--- src/rtl/mux_n_to_1_rr.sv ---
// N-to-1 packet-aware round-robin multiplexer with a one-deep registered output
// stage. A packet (beats up to and including in_last) holds the grant until it
// completes. A force override picks a fixed channel while arbitration is open.

// Per-channel slice: decodes the grant for this lane, produces the lane's
// ready/transfer strobes and a zero-masked copy of its beat for the OR-mux.
module mux_n_to_1_rr_lane #(
   parameter int WIDTH = 8,
   parameter int SEL_W = 2,
   parameter int IDX   = 0
)(
   input  logic [WIDTH-1:0] data,
   input  logic             valid,
   input  logic             last,
   input  logic [SEL_W-1:0] grant_idx,
   input  logic             grant_ok,
   input  logic             load_en,
   output logic             ready,
   output logic             xfer,
   output logic [WIDTH-1:0] data_m,
   output logic             last_m
);

   logic hit;

   // Lane is addressed by the current grant
   assign hit    = grant_ok && (grant_idx == SEL_W'(IDX));
   assign ready  = hit && load_en;
   assign xfer   = ready && valid;
   // Non-transferring lanes contribute zero so the top can OR-reduce
   assign data_m = xfer ? data : '0;
   assign last_m = xfer && last;

endmodule

module mux_n_to_1_rr #(
   parameter int WIDTH  = 8,
   parameter int NUM_IN = 4,
   parameter int SEL_W  = 2
)(
   input  logic                    clk,
   input  logic                    rst,
   input  logic [NUM_IN*WIDTH-1:0] in_data,
   input  logic [NUM_IN-1:0]       in_valid,
   input  logic [NUM_IN-1:0]       in_last,
   output logic [NUM_IN-1:0]       in_ready,
   input  logic                    force_en,
   input  logic [SEL_W-1:0]        force_sel,
   output logic [WIDTH-1:0]        out_data,
   output logic                    out_valid,
   output logic                    out_last,
   output logic [SEL_W-1:0]        out_sel,
   input  logic                    out_ready
);

   typedef enum logic {IDLE = 1'b0, LOCKED = 1'b1} state_t;

   state_t                        state;
   logic [SEL_W-1:0]              ptr;
   logic [SEL_W-1:0]              lock_idx;
   logic [SEL_W-1:0]              grant_idx;
   logic                          grant_ok;
   logic                          load_en;
   logic                          xfer;
   logic [WIDTH-1:0]              mux_data;
   logic                          mux_last;
   logic [NUM_IN-1:0]             lane_xfer;
   logic [NUM_IN-1:0]             lane_last;
   logic [NUM_IN-1:0][WIDTH-1:0]  lane_data;

   // Output stage can take a new beat when empty or draining this cycle
   assign load_en = !out_valid || out_ready;

   // Grant selection: locked channel, forced channel, or round-robin search
   always_comb begin
      int idx;
      grant_idx = '0;
      grant_ok  = 1'b0;
      idx       = 0;
      if (state == LOCKED) begin
         // Ready follows load_en regardless of in_valid while locked
         grant_idx = lock_idx;
         grant_ok  = 1'b1;
      end else if (force_en) begin
         // Out-of-range force_sel matches no lane, so nothing is granted
         for (int i = 0; i < NUM_IN; i++) begin
            if (force_sel == SEL_W'(i) && in_valid[i]) begin
               grant_idx = SEL_W'(i);
               grant_ok  = 1'b1;
            end
         end
      end else begin
         // First valid channel starting just after the last packet winner
         for (int k = 1; k <= NUM_IN; k++) begin
            idx = (int'(ptr) + k) % NUM_IN;
            if (!grant_ok && in_valid[idx]) begin
               grant_idx = SEL_W'(idx);
               grant_ok  = 1'b1;
            end
         end
      end
   end

   for (genvar g = 0; g < NUM_IN; g++) begin : g_lane
      mux_n_to_1_rr_lane #(
         .WIDTH (WIDTH),
         .SEL_W (SEL_W),
         .IDX   (g)
      ) u_lane (
         .data      (in_data[g*WIDTH +: WIDTH]),
         .valid     (in_valid[g]),
         .last      (in_last[g]),
         .grant_idx (grant_idx),
         .grant_ok  (grant_ok),
         .load_en   (load_en),
         .ready     (in_ready[g]),
         .xfer      (lane_xfer[g]),
         .data_m    (lane_data[g]),
         .last_m    (lane_last[g])
      );
   end

   // OR-reduce the masked lanes; at most one lane transfers per cycle
   always_comb begin
      mux_data = '0;
      for (int i = 0; i < NUM_IN; i++) mux_data = mux_data | lane_data[i];
   end

   assign mux_last = |lane_last;
   assign xfer     = |lane_xfer;

   // Packet FSM, arbitration pointer and registered output stage
   always_ff @(posedge clk or posedge rst) begin
      if (rst) begin
         state     <= IDLE;
         ptr       <= SEL_W'(NUM_IN - 1);
         lock_idx  <= '0;
         out_valid <= 1'b0;
         out_data  <= '0;
         out_last  <= 1'b0;
         out_sel   <= '0;
      end else begin
         if (load_en) begin
            out_valid <= xfer;
            if (xfer) begin
               out_data <= mux_data;
               out_last <= mux_last;
               out_sel  <= grant_idx;
            end
         end
         case (state)
            IDLE: begin
               if (xfer) begin
                  if (mux_last) begin
                     ptr <= grant_idx;
                  end else begin
                     state    <= LOCKED;
                     lock_idx <= grant_idx;
                  end
               end
            end
            LOCKED: begin
               if (xfer && mux_last) begin
                  state <= IDLE;
                  ptr   <= lock_idx;
               end
            end
            default: state <= IDLE;
         endcase
      end
   end

endmodule

--- config.mk ---
export PLATFORM = sky130hd
export DESIGN_NAME = mux_n_to_1_rr
export DESIGN_NICKNAME = d
export VERILOG_FILES = /design/src/rtl/mux_n_to_1_rr.sv
export SDC_FILE = /design/constraint.sdc
export NUM_CORES = 1
export LEC_CHECK = 0
export BUFFER_PORTS_ARGS = -buffer_cell sky130_fd_sc_hd__buf_2
export CAP_MARGIN = 10
export CORE_ASPECT_RATIO = 0.7
export CORE_MARGIN = 2
export CORE_UTILIZATION = 51
export DETAILED_ROUTE_END_ITERATION = 8
export PLACE_DENSITY_LB_ADDON = 0.2
export SLEW_MARGIN = 20
export SYNTH_ARGS = -nofsm -noshare
export SYNTH_HDL_FRONTEND = slang
export SYNTH_HIERARCHICAL = 1
export SYNTH_SLANG_ARGS = --single-unit
--- constraint.sdc ---
create_clock -name clk -period 6.45 [get_ports clk]
set_input_delay 0.3225 -clock clk [delete_from_list [all_inputs] [get_ports clk]]
set_output_delay 0.3225 -clock clk [all_outputs]
set_load 0.02 [all_outputs]
Word level (Yosys, flattened, before mapping) --
Cells that the tools add are included.
Operators by class: magnitude comparators 4, equality and inequality tests 9, muxes and demuxes 49, bitwise gates (word level) 9, reduce and logical (&&, ||, !) cells 40, $add $sub $neg 4
Operators by type and width (count):
- $mux W8 | 4
- $mux W1 | 28
- $logic_and A1 B1 Y1 | 24
- $or A8 B8 Y8 | 3
- $mux W2 | 11
- $lt A3 B4 Y1 const B | 4
- $bmux W1 S2 | 4
- $eq A2 B2 Y1 const B | 4
- $reduce_or A2 Y1 | 4
- $reduce_or A4 Y1 | 2
- $reduce_and A3 Y1 | 2
- $add A2 B1 Y2 const B | 2
- $add A2 B2 Y2 const B | 2
- $and A1 B1 Y1 const A | 4
- $eq A2 B1 Y1 const B | 2
- $logic_not A1 Y1 | 4
- $logic_not A2 Y1 | 2
- $ne A2 B2 Y1 const B | 2
- $pmux W2 S2 | 1
- $ne A2 B1 Y1 const B | 1
- $not A1 Y1 | 2
- $pmux W1 S2 | 1
- $reduce_and A2 Y1 | 1
- $logic_or A1 B1 Y1 | 1
Storage, ports and cells: logic and storage cells 122, input port bits 46, output and inout port bits 16, flip-flop bits (word level) 17

Longest topological paths before layout --
Gate-level depths: netlist of run 1.
depth in word-level cells 33, gate-level depth with buffers 14, depth with buffers taken out 12

Cells and area by module --
The synthesis of run 1 kept the hierarchy.
Modules (own cells, without submodules):
- mux_n_to_1_rr | cells an instance 101, times used 1, seq. area each 427.9 sq um, area each 924.6 sq um
- mux_n_to_1_rr_lane (g_lane[1].u_lane ...) | cells an instance 26, times used 2, seq. area each 0.0 sq um, area each 137.6 sq um
- mux_n_to_1_rr_lane (g_lane[0].u_lane) | cells an instance 26, times used 1, seq. area each 0.0 sq um, area each 121.4 sq um
- mux_n_to_1_rr_lane (g_lane[3].u_lane) | cells an instance 15, times used 1, seq. area each 0.0 sq um, area each 111.4 sq um

Worst setup path after synthesis of run 1 --
No wires, ideal clock.
path kind flip-flop to flip-flop, from register ptr[0], to register lock_idx[1], clock period less this slack 2992 ps, data required time 6323 ps, arrival 2865 ps, setup time 127 ps, buffers on the path 2, cell stages (with the launch flop) 13, path slack 3458 ps, path through dfstp_2 -> buf_4 -> and3b_1 -> a221oi_2 -> o311ai_1 -> mux2_2 -> and3_4 -> buf_6 -> and2_1 -> nor4_1 -> nand2b_1 -> or2_1 -> mux2_1
Between the ends: word-level cells in the longest chain between the ends 30, elaborated cells between the ends (all ways) 64, those cells by class add/sub: 4; eq/ne: 3; mux: 30; bitwise: 1; reduce/logical: 26
RTL lines:
- start: declaration | RTL line 59 | logic [SEL_W-1:0] ptr;
- start signal: assignment | RTL line 136 | ptr <= SEL_W'(NUM_IN - 1);
- start signal: assignment | RTL line 155 | ptr <= grant_idx;
- start signal: assignment | RTL line 165 | ptr <= lock_idx;
- $add A2 B1 Y2 | RTL line 95 | idx = (int'(ptr) + k) % NUM_IN;
- $bmux W1 S2 | RTL line 96 | if (!grant_ok && in_valid[idx]) begin
- $mux W1 (not written as such) (2 in series) | RTL line 96
- $mux W1 | RTL line 96
- $mux W1 | RTL line 84 | end else if (force_en) begin
- $mux W1 | RTL line 80 | if (state == LOCKED) begin
- $logic_not A1 Y1 | RTL line 96
- $logic_and A1 B1 Y1 | RTL line 96
- (+13 left out)
- via grant_idx[1] | RTL line 61 | logic [SEL_W-1:0] grant_idx;
- (+1 left out)
- $logic_and A1 B1 Y1 * | RTL line 27 | assign hit = grant_ok && (grant_idx == SEL_W'(IDX));
- $logic_and A1 B1 Y1 * | RTL line 28 | assign ready = hit && load_en;
- $logic_and A1 B1 Y1 * | RTL line 29 | assign xfer = ready && valid;
- via lane_xfer[3] | RTL line 67 | logic [NUM_IN-1:0] lane_xfer;
- $logic_and A1 B1 Y1 | RTL line 32 | assign last_m = xfer && last;
- $reduce_or A4 Y1 | RTL line 129 | assign mux_last = |lane_last;
- $not A1 Y1 (no line)
- $reduce_and A3 Y1 (no line) *
- end signal: assignment | RTL line 158 | lock_idx <= grant_idx;
- end: declaration | RTL line 60 | logic [SEL_W-1:0] lock_idx;
The timed path passes the listed nets; every way through them passes the cells marked *. The select of a mux whose other input is x is not followed. A chain may end at the register's enable or synchronous reset.

Worst setup path in the final report of run 1 --
from register ptr[0], to register out_sel[1]
Between the ends: word-level cells in the longest chain between the ends 28, elaborated cells between the ends (all ways) 58, those cells by class add/sub: 4; eq/ne: 3; mux: 30; reduce/logical: 21
RTL lines:
- $add A2 B1 Y2 | RTL line 95
- $bmux W1 S2 | RTL line 96
- $mux W1 (not written as such) (2 in series) | RTL line 96
- $mux W1 | RTL line 96
- $mux W1 | RTL line 84
- $mux W1 | RTL line 80
- $logic_not A1 Y1 | RTL line 96
- $logic_and A1 B1 Y1 | RTL line 96
- (+13 left out)
- via grant_idx[1] | RTL line 61
- $logic_not A2 Y1 * | RTL line 27
- $logic_and A1 B1 Y1 * | RTL line 27
- $logic_and A1 B1 Y1 * | RTL line 28
- $logic_and A1 B1 Y1 * | RTL line 29
- via lane_xfer[0] | RTL line 67
- $reduce_or A4 Y1 * | RTL line 130 | assign xfer = |lane_xfer;
- $reduce_and A2 Y1 (no line) *
- end signal: assignment | RTL line 148 | out_sel <= grant_idx;
- end: declaration | RTL line 52 | output logic [SEL_W-1:0] out_sel,
Marked as above.

==> metrics.cfg, run 1 <==
[run_status]
status=complete, no violations

[placement]
dpl_cell_area_um2=1682
dp_cells=277
port_buffers=61
dp_hpwl_mm=2.771
place_congestion=0.8988

[worst_hold_path]
hold_class=input port to asynchronous set/reset pin

[setup_path]
cp_common_cell=mux2_2
cp-start-kind=flop
r2r_setup_slack_ns=3.05
required_ns=6.58
cpPeakStageDelay_ns=0.62
crit_path_end_kind=flop
path_cells=and3b_1 -> a221oi_2 -> o311ai_1 -> mux2_2 -> or3b_1 -> nor2_1 -> nor4_1 -> nor2b_2 -> mux2_2
critPathKind=flop to flop
cp_max_fo=21
crit_buf_inv=0
critPathTopFamily=simple AND/OR/NAND/NOR gates
cp.arrival_ns=3.53
cpMaxStageDelayCell=dfstp_2

[cts]
tritoncts=done
postCtsSetupBuffers=0
cts_root_buffer=clkbuf_8
cts_buffers=3
ctsResizeCount=0
clock_insertion_delay_worst_skew_ns=0.24
cts_hold_buffers=0
h-tree-depth=1
clock_sinks=17
clk_pin_slew_ns=0.06
cts.path.max_buffers=2

[die]
fp.dieW_um=67.35
die_h_um=48.35
core_um2=2743
rows=16
start_util=0.5224
die_area_um2=3256
io_pins=62

[route]
topRoutingLayerUsed=met4
drtIter0Drc=171
ant_nets=0
route.detailed.drc=0
vias_per_cell=5.420
finalWirelength_mm=3.699
wl_met3_um=449
vias=1523
wl_met2_mm=1.538
first_pass_iters=5
drt-met1-wl_mm=1.698
routedWlPerCell_um=13.16

[timing]
setup_viol=0
hold_violations=0
tightest_slew_ns=0.7218
final.setup.tns_ns=0
rsz0062_at_grt=no
fmax_mhz=294.4
post-route-period-util=0.5265
hold_slack_ns=0.1378
period_needed_ns=3.396
relSlewSlack=0.5167
clock_skew_ns=0.0009259
slew_violations=0

[final_layout]
synthToLayoutAreaGrowth_pct=20.70
fin_cells=281
fin_area_um2=1729
fill_cells=253
nets=292
diodes=0
drive_above_1_share=0.3184

[power_and_ir_drop]
power.density_nw_per_um2=434.8
ir_drop_v=0.0003340
p_leak_nw=0.8887
power_mw=0.7519

[yosys]
ys_ff_latch=17
ys_seq_area_frac=0.2987
syn_nets=240
syn_avg_cell_area_um2=7.385
syn_area_um2=1433
yosysUniqueCellTypes=36
synth-warning-count=6
syn_inst=194

[global_route]
grt_pass1_vias=1250
grt.total_usage=0.2298
grt_pass1_wl_mm=5.796
grt-ovfl-total=0
antenna_found_initial=0
grt_max_degree=38

[flow_run]
drv_cap=0

## synth_stat cells
library cell | count | area (µm²)
nand3_1 | 29 | 145.1
a21oi_1 | 13 | 65.06
o2111ai_1 | 1 | 8.760
buf_2 | 3 | 15.01
nand2b_4 | 1 | 13.76
or3b_1 | 1 | 8.760
nor2b_1 | 1 | 6.260
inv_1 | 6 | 22.52
o21bai_1 | 1 | 7.510
o311ai_1 | 1 | 8.760
nor3b_1 | 1 | 7.510
dfstp_2 | 2 | 52.55
nand2b_1 | 3 | 18.77
nor4b_1 | 1 | 8.760
buf_6 | 5 | 56.30
and3_4 | 1 | 11.26
mux2_2 | 4 | 45.04
nor4_1 | 10 | 62.56
and3_1 | 9 | 56.30
buf_4 | 3 | 22.52
mux2i_1 | 1 | 10.01
and2_1 | 2 | 12.51
and3b_1 | 2 | 17.52
a221oi_2 | 1 | 15.01
a211oi_1 | 1 | 7.510
mux2_1 | 2 | 22.52
nand2_1 | 12 | 45.04
o21ai_1 | 2 | 10.01
nand3b_4 | 2 | 40.04
clkbuf_1 | 4 | 15.01
a31oi_1 | 2 | 12.51
o31ai_1 | 1 | 7.510
dfrtp_1 | 15 | 375.4
nor2_1 | 49 | 183.9
or2_1 | 1 | 6.260
and2_4 | 1 | 8.760
## cells by family after synthesis
group,synth area share
buffers and inverters,0.09169
AND/OR/NAND/NOR,0.4559
multiplexers,0.05415
AO/OA/AOI/OAI,0.09957
flip-flops,0.2987
## cell usage in the layout (no fill, tap or decap), drive strengths merged, types with 2 or more instances in the layout
| cell | instances |
|---|---|
| a31oi | 2 |
| and2 | 3 |
| nor2 | 49 |
| a21oi | 13 |
| nand2b | 4 |
| buf | 62 |
| mux2 | 6 |
| inv | 6 |
| and3b | 2 |
| and3 | 10 |
| nand3b | 2 |
| dfrtp | 15 |
| clkbuf | 4 |
| o21ai | 2 |
| nand3 | 29 |
| nand2 | 12 |
| dfstp | 2 |
| nor4 | 10 |
## power breakdown
part           switching, mW  internal [mW]  leakage [nW]
Sequential            0.0388          0.169         0.200
Clock                 0.0320         0.0437        0.0228
Combinational          0.295          0.173         0.666
## final cells by class
class / instances / area, µm² / area share
Inverter: 6 / 22.52 / 0.01302
Timing Repair Buffer: 62 / 312.8 / 0.1809
Multi-Input combinational cell: 156 / 875.8 / 0.5065
Tap cell: 36 / 45.04 / 0.02605
Clock buffer: 4 / 45.04 / 0.02605
Sequential cell: 17 / 427.9 / 0.2475
## per-stage QoR
step | setup slack [ns] | utilization
after detailed placement | 2.670 | 0.6131
after floorplan | 3.458 | -
after global placement | 2.754 | 0.6131
final | 3.054 | 0.6305
after global routing | 2.729 | 0.6305
after CTS | 2.674 | 0.6296
## path summary, 6_finish.rpt
| path | start | to | depth (start not counted) |
|---|---|---|---|
| max in group asynchronous | rst | lock_idx[1] | 2 |
| worst min register to register | lock_idx[1] | lock_idx[1] | 1 |
| worst min-delay path | rst | out_data[4] | 2 |
| min in group clk | lock_idx[1] | lock_idx[1] | 1 |
| worst max-delay path | ptr[0] | out_sel[1] | 9 |
| worst max register to register | ptr[0] | out_sel[1] | 9 |
## flip-flops by register name, summed over array words and instances, names as in the netlist, named ones only
name and cells:
out_data 8, out_valid 1, ptr 2, out_last 1, lock_idx 2, out_sel 2
## layer usage
layer,global-route usage,vias up
li1,-,776
met1,0.3765,652
met2,0.3119,93
met3,0.03256,2
met4,0.06122,0
met5,0,-
(Power assumes the default switching activity.)
==> run 2, diff against run 1 <==
--- a/config.mk
+++ b/config.mk
@@ -9,7 +9,7 @@
 export CAP_MARGIN = 10
 export CORE_ASPECT_RATIO = 0.7
 export CORE_MARGIN = 2
-export CORE_UTILIZATION = 51
+export CORE_UTILIZATION = 43
 export DETAILED_ROUTE_END_ITERATION = 8
 export PLACE_DENSITY_LB_ADDON = 0.2
 export SLEW_MARGIN = 20
==> constraint.sdc (replaced) <==
create_clock -name clk -period 3.1 [get_ports clk]
set_input_delay 0.155 -clock clk [delete_from_list [all_inputs] [get_ports clk]]
set_output_delay 0.155 -clock clk [all_outputs]
set_load 0.02 [all_outputs]
==> metrics.cfg, run 2 (same netlist as run 1, synthesis figures left out) <==
[setup_path]
cp.arrival_ns=3.16  ; -0.37 ns
required_ns=3.23  ; -3.35 ns
r2r_setup_slack_ns=0.07  ; -2.98 ns
cp-start-kind=flop
critPathKind=flop to flop
regToRegEndpoint=lock_idx[1]
startpoint=ptr[0]
rr_worst_depth=11  ; +2
cp_max_fo=6  ; -71%
reg2reg_from=ptr[0]
crit_path_end_kind=flop

[route]
finalWirelength_mm=4.195  ; +13%
first_pass_iters=4  ; -1
route.detailed.drc=0  ; unchanged
drtIter0Drc=127  ; -26%
routedWlPerCell_um=14.27  ; +8.4%
vias_per_cell=5.293  ; -2.4%
ant_nets=0  ; unchanged
vias=1556  ; +2.2%

[timing]
finalWorstSetupSlack_ns=0.07320  ; -2.981 ns
tightest_slew_ns=0.6124  ; -0.1094 ns
slew_violations=0  ; unchanged
hold_violations=0  ; unchanged
fmax_mhz=330.4  ; +12%
final.setup.tns_ns=0  ; unchanged
post-route-period-util=0.9764  ; +0.4498
relSlewSlack=0.5913  ; +0.07463
period_needed_ns=3.027  ; -0.3694 ns
clock_skew_ns=0.001002  ; +0.00007655 ns
setup_viol=0  ; unchanged

[cts]
h-tree-depth=1  ; unchanged
cts_root_buffer=clkbuf_8
clock_insertion_delay_worst_skew_ns=0.25  ; about the same
tritoncts=done
clock_sinks=17  ; unchanged
clk_pin_slew_ns=0.06  ; about the same
cts_buffers=3  ; unchanged
cts.path.max_buffers=2  ; unchanged

[worst_hold_path]
hold_class=input port to flop
hold_end=out_data[1]
hold_depth=4
hp-start=in_data[25]

[placement]
dp_hpwl_mm=3.023  ; +9.1%
dp_cells=285  ; +2.9%
port_buffers=61  ; unchanged
place_congestion=0.8151  ; -9.3%
dp_slack_ns=0.001700  ; -2.668 ns

[global_route]
grt_max_degree=24  ; -37%
grt_pass1_vias=1248  ; -0.16%
antenna_found_initial=0  ; unchanged
grt_pass1_wl_mm=6.113  ; +5.5%
grt.total_usage=0.2081  ; -0.02165
grt-ovfl-total=0  ; unchanged

[run_status]
status=complete, no violations

[final_layout]
fin_cells=294  ; +4.6%
drive_above_1_share=0.3750  ; +0.05663
largest_reg_flops=8  ; unchanged
regMostFlops=out_data
final_common_cell=buf_2
diodes=0  ; unchanged
synthToLayoutAreaGrowth_pct=31.00
fill_cells=322  ; +27%
nets=303  ; +3.8%
final_cell_mix=buf_2 (61), nor2_1 (48), nand3_1 (29), dfrtp_1 (15), a21oi_1 (13)

[die]
die_area_um2=3817  ; +17%
die_h_um=52.29  ; +8.2%
core_um2=3169  ; +16%
rows=17  ; +1
start_util=0.4520  ; -0.07032
io_pins=62  ; unchanged
fp.dieW_um=72.99  ; +8.4%

[power_and_ir_drop]
p_leak_nw=0.9664  ; +8.7%
ir_drop_v=0.0005498  ; +65%
power.density_nw_per_um2=926.5  ; +110%

[flow_run]
drv_cap=0  ; unchanged

==> run 2: cell types whose count changed in the layout (fill, tap and decap cells not counted), sizes merged <==
cell / change
buf: +9
clkbuf: -1
clkinv: +1
dlygate4sd3: +1
dlymetal6s2s: +1
==> run 2: worst max path at each step <==
stage / endpoint / slack [ns]
final: lock_idx[1] / 0.07
after global routing: lock_idx[1] / -0.01
after CTS: lock_idx[1] / 0.01
after detailed placement: lock_idx[1] / 0.002
after global placement: lock_idx[1] / 0.1
after floorplan: lock_idx[1] / 0.11
==> run 2: critical path: stages, from the launching register on <==
cell and delay [ns]:
dfstp_2 0.58, and3b_1 0.19, a221oi_2 0.25, o311ai_4 0.15
mux2_4 0.33, or3b_4 0.41, nor2_4 0.08, nor4_1 0.05
buf_4 0.15, nand2b_1 0.15, or2_4 0.28, mux2_4 0.30
==> run 2: metal layers <==
| layer | vias to the layer above | track usage | wire (µm) |
|---|---|---|---|
| li1 | 797 | - | - |
| met1 | 702 | 0.3483 | 2185 |
| met2 | 55 | 0.2748 | 1747 |
| met3 | 2 | 0.02115 | 239 |
| met4 | 0 | 0.04630 | 23 |
| met5 | - | 0 | 0 |
==> run 2: final cells by class <==
| class | count | area [µm²] | share of cell area |
|---|---|---|---|
| clock buffers | 3 | 41.29 | 0.02200 |
| clock inverters | 1 | 5.005 | 0.002667 |
| inverters | 6 | 22.52 | 0.01200 |
| multi-input cells | 156 | 929.6 | 0.4953 |
| flip-flops and latches | 17 | 427.9 | 0.2280 |
| well taps | 38 | 47.55 | 0.02533 |
| repair buffers | 73 | 402.9 | 0.2147 |
==> run 2: stage by stage <==
stage	cell area (µm²)	hold slack (ns)	util	total power [mW]
2_1_floorplan	1433	0.07961	-	1.207
3_3_place_gp	1729	0.2512	0.5456	1.459
3_5_place_dp	1729	0.2594	0.5456	1.463
4_1_cts	1789	0.3267	0.5645	1.644
5_1_grt	1877	0.3638	0.5922	1.869
6_report	1877	0.3267	0.5922	1.739
==> run 2: where the power goes <==
group	switching (mW)	total [mW]	internal, mW
combinational	0.672	1.15	0.475
sequential	0.0798	0.431	0.352
clock	0.0706	0.160	0.0891
==> run 2: repair_timing <==
item,in CTS,in global routing
hold buffers,1,0
pin swaps,0,5
setup endpoints to repair,1,4
setup buffers,0,4
hold endpoints to repair,15,0
resized for setup,1,11
